**src/rtl/trace_capture_ctrl_if.sv**
```systemverilog
// Output stream of the trace capture controller: FIFO head to host-side consumer.
// Build macro TRACE_TIMESTAMP_EN adds the m_timestamp field.
interface trace_capture_ctrl_if #(
  parameter int unsigned PC_WIDTH    = 64,
  parameter int unsigned INSTR_WIDTH = 32
`ifdef TRACE_TIMESTAMP_EN
  , parameter int unsigned CNT_WIDTH = 32
`endif
);
  logic                   m_valid;
  logic                   m_ready;
  logic [PC_WIDTH-1:0]    m_pc;
  logic [INSTR_WIDTH-1:0] m_instr;
`ifdef TRACE_TIMESTAMP_EN
  logic [CNT_WIDTH-1:0]   m_timestamp;

  modport master (output m_valid, m_pc, m_instr, m_timestamp, input m_ready);
  modport slave  (input m_valid, m_pc, m_instr, m_timestamp, output m_ready);
`else
  modport master (output m_valid, m_pc, m_instr, input m_ready);
  modport slave  (input m_valid, m_pc, m_instr, output m_ready);
`endif
endinterface

```
**src/rtl/trace_capture_ctrl.sv**
```systemverilog
// Commit-trace capture: filter gating, FIFO buffering, start/stop/drain control and counters.
// Build macro TRACE_TIMESTAMP_EN stores a capture-cycle timestamp with each entry.
module trace_capture_ctrl #(
  parameter int unsigned PC_WIDTH    = 64,
  parameter int unsigned INSTR_WIDTH = 32,
  parameter int unsigned FIFO_DEPTH  = 8,
  parameter int unsigned CNT_WIDTH   = 32
) (
  input  logic                   clk,
  input  logic                   rst_n,
  input  logic                   cmd_start,
  input  logic                   cmd_stop,
  input  logic                   cfg_filter_bypass,
  input  logic                   tr_valid,
  input  logic [PC_WIDTH-1:0]    tr_pc,
  input  logic [INSTR_WIDTH-1:0] tr_instr,
  input  logic                   drop_instr,
  trace_capture_ctrl_if.master   m,
  output logic                   busy,
  output logic                   overflow,
  output logic [CNT_WIDTH-1:0]   kept_cnt,
  output logic [CNT_WIDTH-1:0]   dropped_cnt,
  output logic [CNT_WIDTH-1:0]   overflow_cnt
);
  localparam int unsigned AW = $clog2(FIFO_DEPTH);
  localparam logic [AW:0]          PTR_ONE = 1;
  localparam logic [CNT_WIDTH-1:0] CNT_ONE = 1;

  typedef enum logic [1:0] {S_IDLE, S_RUN, S_DRAIN} state_t;

  state_t                 r_state, w_state_nxt;
  logic [AW:0]            r_wr_ptr, r_rd_ptr;
  logic [PC_WIDTH-1:0]    r_pc_mem    [FIFO_DEPTH];
  logic [INSTR_WIDTH-1:0] r_instr_mem [FIFO_DEPTH];
  logic w_empty, w_full, w_valid, w_pop, w_push, w_lost, w_keep, w_discard, w_start, w_run;

  function automatic logic [CNT_WIDTH-1:0] sat_inc(input logic [CNT_WIDTH-1:0] v);
    return (v == '1) ? v : v + CNT_ONE;
  endfunction

  // Wrap bit distinguishes full from empty when the index bits match.
  assign w_empty   = (r_wr_ptr == r_rd_ptr);
  assign w_full    = (r_wr_ptr[AW] != r_rd_ptr[AW]) && (r_wr_ptr[AW-1:0] == r_rd_ptr[AW-1:0]);
  assign w_run     = (r_state == S_RUN);
  assign w_keep    = w_run & tr_valid & (cfg_filter_bypass | ~drop_instr);
  assign w_discard = w_run & tr_valid & ~(cfg_filter_bypass | ~drop_instr);
  assign w_valid   = ~w_empty & (r_state != S_IDLE);
  assign w_pop     = w_valid & m.m_ready;
  assign w_push    = w_keep & (~w_full | w_pop);
  assign w_lost    = w_keep & w_full & ~w_pop;
  assign w_start   = (r_state == S_IDLE) & cmd_start & ~cmd_stop;

  always_ff @(posedge clk) begin
    if (!rst_n) r_state <= S_IDLE;
    else        r_state <= w_state_nxt;
  end

  always_comb begin
    w_state_nxt = r_state;
    busy        = 1'b0;
    unique case (r_state)
      S_IDLE:  if (cmd_start && !cmd_stop) w_state_nxt = S_RUN;
      S_RUN: begin
        busy = 1'b1;
        if (cmd_stop) w_state_nxt = S_DRAIN;
      end
      S_DRAIN: begin
        busy = 1'b1;
        if (w_empty) w_state_nxt = S_IDLE;
      end
      default: w_state_nxt = S_IDLE;
    endcase
  end

  always_ff @(posedge clk) begin
    if (!rst_n || w_start) begin
      r_wr_ptr     <= '0;
      r_rd_ptr     <= '0;
      overflow     <= 1'b0;
      kept_cnt     <= '0;
      dropped_cnt  <= '0;
      overflow_cnt <= '0;
    end else begin
      if (w_push)    r_wr_ptr     <= r_wr_ptr + PTR_ONE;
      if (w_pop)     r_rd_ptr     <= r_rd_ptr + PTR_ONE;
      if (w_push)    kept_cnt     <= sat_inc(kept_cnt);
      if (w_discard) dropped_cnt  <= sat_inc(dropped_cnt);
      if (w_lost) begin
        overflow_cnt <= sat_inc(overflow_cnt);
        overflow     <= 1'b1;
      end
    end
  end

  always_ff @(posedge clk) begin
    if (w_push) begin
      r_pc_mem[r_wr_ptr[AW-1:0]]    <= tr_pc;
      r_instr_mem[r_wr_ptr[AW-1:0]] <= tr_instr;
    end
  end

  // Head is gated so outputs read zero while empty, including straight after reset.
  assign m.m_valid = w_valid;
  assign m.m_pc    = w_valid ? r_pc_mem[r_rd_ptr[AW-1:0]]    : '0;
  assign m.m_instr = w_valid ? r_instr_mem[r_rd_ptr[AW-1:0]] : '0;

`ifdef TRACE_TIMESTAMP_EN
  logic [CNT_WIDTH-1:0] r_ts;
  logic [CNT_WIDTH-1:0] r_ts_mem [FIFO_DEPTH];

  always_ff @(posedge clk) begin
    if (!rst_n || w_start) r_ts <= '0;
    else                   r_ts <= r_ts + CNT_ONE;
  end

  always_ff @(posedge clk) begin
    if (w_push) r_ts_mem[r_wr_ptr[AW-1:0]] <= r_ts;
  end

  assign m.m_timestamp = w_valid ? r_ts_mem[r_rd_ptr[AW-1:0]] : '0;
`endif
endmodule

```
**src/flat_wrapper.sv**
```systemverilog
// flat-port wrapper written by rule: the top's interface ports become plain ports
module trace_capture_ctrl_flat 
#(
  parameter int unsigned PC_WIDTH    = 64,
  parameter int unsigned INSTR_WIDTH = 32,
  parameter int unsigned FIFO_DEPTH  = 8,
  parameter int unsigned CNT_WIDTH   = 32
)
  (clk, rst_n, cmd_start, cmd_stop, cfg_filter_bypass, tr_valid, tr_pc, tr_instr, drop_instr, busy, overflow, kept_cnt, dropped_cnt, overflow_cnt, m_m_valid, m_m_pc, m_m_instr, m_m_ready);
  trace_capture_ctrl_if #(.PC_WIDTH(PC_WIDTH), .INSTR_WIDTH(INSTR_WIDTH)) m_i ();
  input  logic clk;
  input  logic rst_n;
  input  logic cmd_start;
  input  logic cmd_stop;
  input  logic cfg_filter_bypass;
  input  logic tr_valid;
  input  logic [PC_WIDTH-1:0] tr_pc;
  input  logic [INSTR_WIDTH-1:0] tr_instr;
  input  logic drop_instr;
  output logic busy;
  output logic overflow;
  output logic [CNT_WIDTH-1:0] kept_cnt;
  output logic [CNT_WIDTH-1:0] dropped_cnt;
  output logic [CNT_WIDTH-1:0] overflow_cnt;
  output wire logic [$bits(m_i.m_valid)-1:0] m_m_valid;
  output wire logic [$bits(m_i.m_pc)-1:0] m_m_pc;
  output wire logic [$bits(m_i.m_instr)-1:0] m_m_instr;
  input wire logic [$bits(m_i.m_ready)-1:0] m_m_ready;
  assign m_m_valid = m_i.m_valid;
  assign m_m_pc = m_i.m_pc;
  assign m_m_instr = m_i.m_instr;
  assign m_i.m_ready = m_m_ready;
  trace_capture_ctrl #(.PC_WIDTH(PC_WIDTH), .INSTR_WIDTH(INSTR_WIDTH), .FIFO_DEPTH(FIFO_DEPTH), .CNT_WIDTH(CNT_WIDTH)) u_core (.clk(clk), .rst_n(rst_n), .cmd_start(cmd_start), .cmd_stop(cmd_stop), .cfg_filter_bypass(cfg_filter_bypass), .tr_valid(tr_valid), .tr_pc(tr_pc), .tr_instr(tr_instr), .drop_instr(drop_instr), .m(m_i), .busy(busy), .overflow(overflow), .kept_cnt(kept_cnt), .dropped_cnt(dropped_cnt), .overflow_cnt(overflow_cnt));
endmodule
```
**config.mk**
```make
export PLATFORM = sky130hd
export DESIGN_NAME = trace_capture_ctrl_flat
export DESIGN_NICKNAME = d
export VERILOG_FILES = /design/src/rtl/trace_capture_ctrl_if.sv /design/src/rtl/trace_capture_ctrl.sv /design/src/flat_wrapper.sv
export SDC_FILE = /design/constraint.sdc
export NUM_CORES = 1
export LEC_CHECK = 0
export ABC_AREA = 1
export ABC_CLOCK_PERIOD_IN_PS = 11600
export BUFFER_PORTS_ARGS = -buffer_cell sky130_fd_sc_hd__clkbuf_2
export CAP_MARGIN = 20
export CELL_PAD_IN_SITES_DETAIL_PLACEMENT = 0
export CELL_PAD_IN_SITES_GLOBAL_PLACEMENT = 2
export CORE_MARGIN = 3
export CORE_UTILIZATION = 35
export CTS_BUF_LIST = sky130_fd_sc_hd__clkbuf_4 sky130_fd_sc_hd__clkbuf_8
export DETAILED_ROUTE_END_ITERATION = 16
export PLACE_DENSITY = 0.78
export SYNTH_ARGS = -nofsm -noshare
export SYNTH_HDL_FRONTEND = slang
export SYNTH_SLANG_ARGS = --single-unit
```
**constraint.sdc**
```tcl
create_clock -name clk -period 11.6 [get_ports clk]
set_input_delay 3.48 -clock clk [delete_from_list [all_inputs] [get_ports clk]]
set_output_delay 3.48 -clock clk [all_outputs]
set_load 0.03 [all_outputs]
```
==> flow_summary.ini <==
[layout]
final_area_mm2 = 0.04260
fin_cells = 5225
nets = 3840
layout-drive-gt1-share_pct = 15.65
area_growth_pct = 15.62

[global_routing]
grt_overflow_total = 0
antenna_found_initial = 11
grt_max_degree = 221
track_usage_pct = 18.37
grt_pass1_vias = 25292
grt_pass1_wl_um = 153200

[power_and_ir_drop]
p_leak_nw = 14.62
ir_drop_v = 0.00008440
powerDensity_mw_per_mm2 = 165.5

[synthesis]
yosysWarningCount = 0
synthAdderAreaFrac_pct = 0.3396
syn_area_mm2 = 0.03685
synth-simple-area-share_pct = 16.18
syn_area_per_cell_um2 = 10.73
synthMuxAreaShare_pct = 0
yosysSeqAreaShare_pct = 68.57
synth-compound-area-share_pct = 10.76
syn_nets = 3547
synth_top_family_by_area = simple AND/OR/NAND/NOR gates
ys_types = 28
synth_seq_cells = 878
postSynthCellCount = 3433
synth-xor-area-share_pct = 0.9033

[routing]
vias = 25786
drc = 0
drt_iter0_markers = 1681
vias_per_cell = 4.935
drt-pass1-iter-count = 5
antenna_left = 0
wire_per_inst_um = 19.40
drt-total-wl_um = 101300

[sta]
finalHoldViolCount = 0
period_minus_slack_ns = 8.031
worst_pin_slew_ns = 1.383
finalSetupViolations = 0
period_share_pct = 69.23
setup_tns_ns = 0
rsz0062_at_grt = no
maxSlewHeadroom_pct = 7.806
drv_slew = 0
timing.fmax_ghz = 0.1245
skew_ns = 0.04290

[job]
maxCapViolCount = 0

[die]
core_area_mm2 = 0.1039
die_area_mm2 = 0.1092
rows = 118
chipHeight_um = 330.5
initial_utilization_pct = 35.45
boundaryPins = 299
die_w_um = 330.5

[clock_tree]
worstSkewPairLatency_ns = 0.83
cts_setup_buffers = 0
clk_pin_slew_ns = 0.06
cts_tree = done
cts_buffer_depth = 3
cts_root_buf = clkbuf_8
htreeDepth = 4
cts_buffers = 151
numClockSinks = 878
cts_resized = 0
cts_hold_buf = 0

[setup_path]
crit_type = reg2out
start_kind = flip-flop
cp.required_ns = 8.12
worst-endpoint-arrival_ns = 4.55
cp_max_fo = 220
worstSetupEndpointType = output pin

[run_status]
outcome = finished, final reports clean

[placed_design]
port-buffer-count = 298
hpwlAfterDp_um = 54990
placed_area_mm2 = 0.03965
dpl.cell_count = 4952
gp_congestion = 0.7947

[hold_path]
hold_class = reg2reg
-- worst paths after layout --
check	end	startpoint	slack (ns)	depth (start not counted)
max	m_m_instr[28]	flip-flop	3.57	10
min	u_core.r_rd_ptr[3]	u_core.r_rd_ptr[3]	0.48	2
max reg2reg	u_core.r_instr_mem[6][26]	u_core.r_state[1]	7.32	11
min reg2reg	u_core.r_rd_ptr[3]	u_core.r_rd_ptr[3]	0.48	2
-- through the flow --
stage | util (%) | hold WS [ns] | setup WS, ns | power (W)
floorplan | - | 0.4584 | 0.2134 | 0.004131
finish | 40.99 | 0.4823 | 3.569 | 0.007050
global placement | 38.15 | 0.4735 | 4.306 | 0.004420
CTS | 40.94 | 0.4839 | 3.385 | 0.007175
global route | 40.98 | 0.5089 | 3.406 | 0.007394
detailed placement | 38.15 | 0.4741 | 4.308 | 0.004424
-- power breakdown --
part           switching, W  total [W]  internal, W
registers         0.0000297    0.00353      0.00350
clock network       0.00126    0.00271      0.00145
logic              0.000605   0.000809     0.000204
-- logic make-up (layout without fill, tap and decap cells) --
logic type,count (synthesis),after routing
simple gates,1520,1520
flops,878,878
compound gates,694,694
buf+inv,293,694
xor+xnor,38,38
fa+ha+maj,10,10
other cells,0,11
-- synth_stat cells --
cell type	n	share of area, %
inv_1	96	0.98
buf_6	4	0.12
a21oi_1	92	1.2
nand2_2	1	0.017
clkbuf_1	132	1.3
nor2_1	858	8.7
nor3_1	21	0.29
ha_1	10	0.34
nand4_1	34	0.58
o211ai_1	194	4.0
o21ai_0	406	5.5
buf_4	3	0.061
nor2_2	4	0.068
clkinv_1	1	0.010
nand3_4	1	0.048
inv_2	3	0.031
nand2_1	544	5.5
dfxtp_1	110	6.0
nand3_2	2	0.054
o2111ai_1	1	0.024
edfxtp_1	768	63
nand3b_1	15	0.31
xor2_1	26	0.62
a31oi_1	1	0.017
buf_2	46	0.62
nand3_1	40	0.54
xnor2_1	12	0.29
buf_1	8	0.082
-- critical path, stage by stage, from the launching register on --
cell,delay [ns]
dfxtp_4,0.80
buf_12,0.51
buf_4,0.58
buf_16,0.32
nor2_1,0.09
nor2_1,0.09
o21ai_0,0.09
o211ai_1,0.13
nand2_1,0.18
nor2_1,0.15
clkbuf_2,0.24
-- registers in the layout, summed over array words and instances (netlist names), named ones only --
register	count
u_core.r_rd_ptr	4
u_core.dropped_cnt	32
u_core.overflow_cnt	32
u_core.r_instr_mem	256
u_core.r_wr_ptr	4
u_core.r_state	2
u_core.overflow	1
u_core.kept_cnt	32
u_core.r_pc_mem	512
-- cells in the final DEF, fill, tap and decap left out, drive strengths merged, types with 15 or more instances in the layout --
master / n
nor2: 862
edfxtp: 768
nand2: 545
clkbuf: 508
o21ai: 406
o211ai: 194
dfxtp: 110
inv: 110
a21oi: 92
nand3: 43
clkinv: 38
buf: 35
nand4: 34
xor2: 26
nor3: 21
nand3b: 15
-- per-layer routing --
metal  GRT usage [%]  up-vias  part of all wire (%)
li1                -    12576                     -
met2           30.42      539                    48
met4           5.922        2                   2.0
met3           3.902      136                   4.9
met1           24.11    12533                    45
met5               0        -                 0.013
-- area by class of cell --
cell class | instances | area (µm²)
repair buffers | 333 | 1824
clock inverters | 51 | 347.8
flip-flops and latches | 878 | 25280
well taps | 1380 | 1727
multi-input cells | 2262 | 10460
inverters | 100 | 385.4
clock buffers | 210 | 2552
diodes | 11 | 27.53
fillers | 10141 | 61340
(Power assumes the default switching activity.)
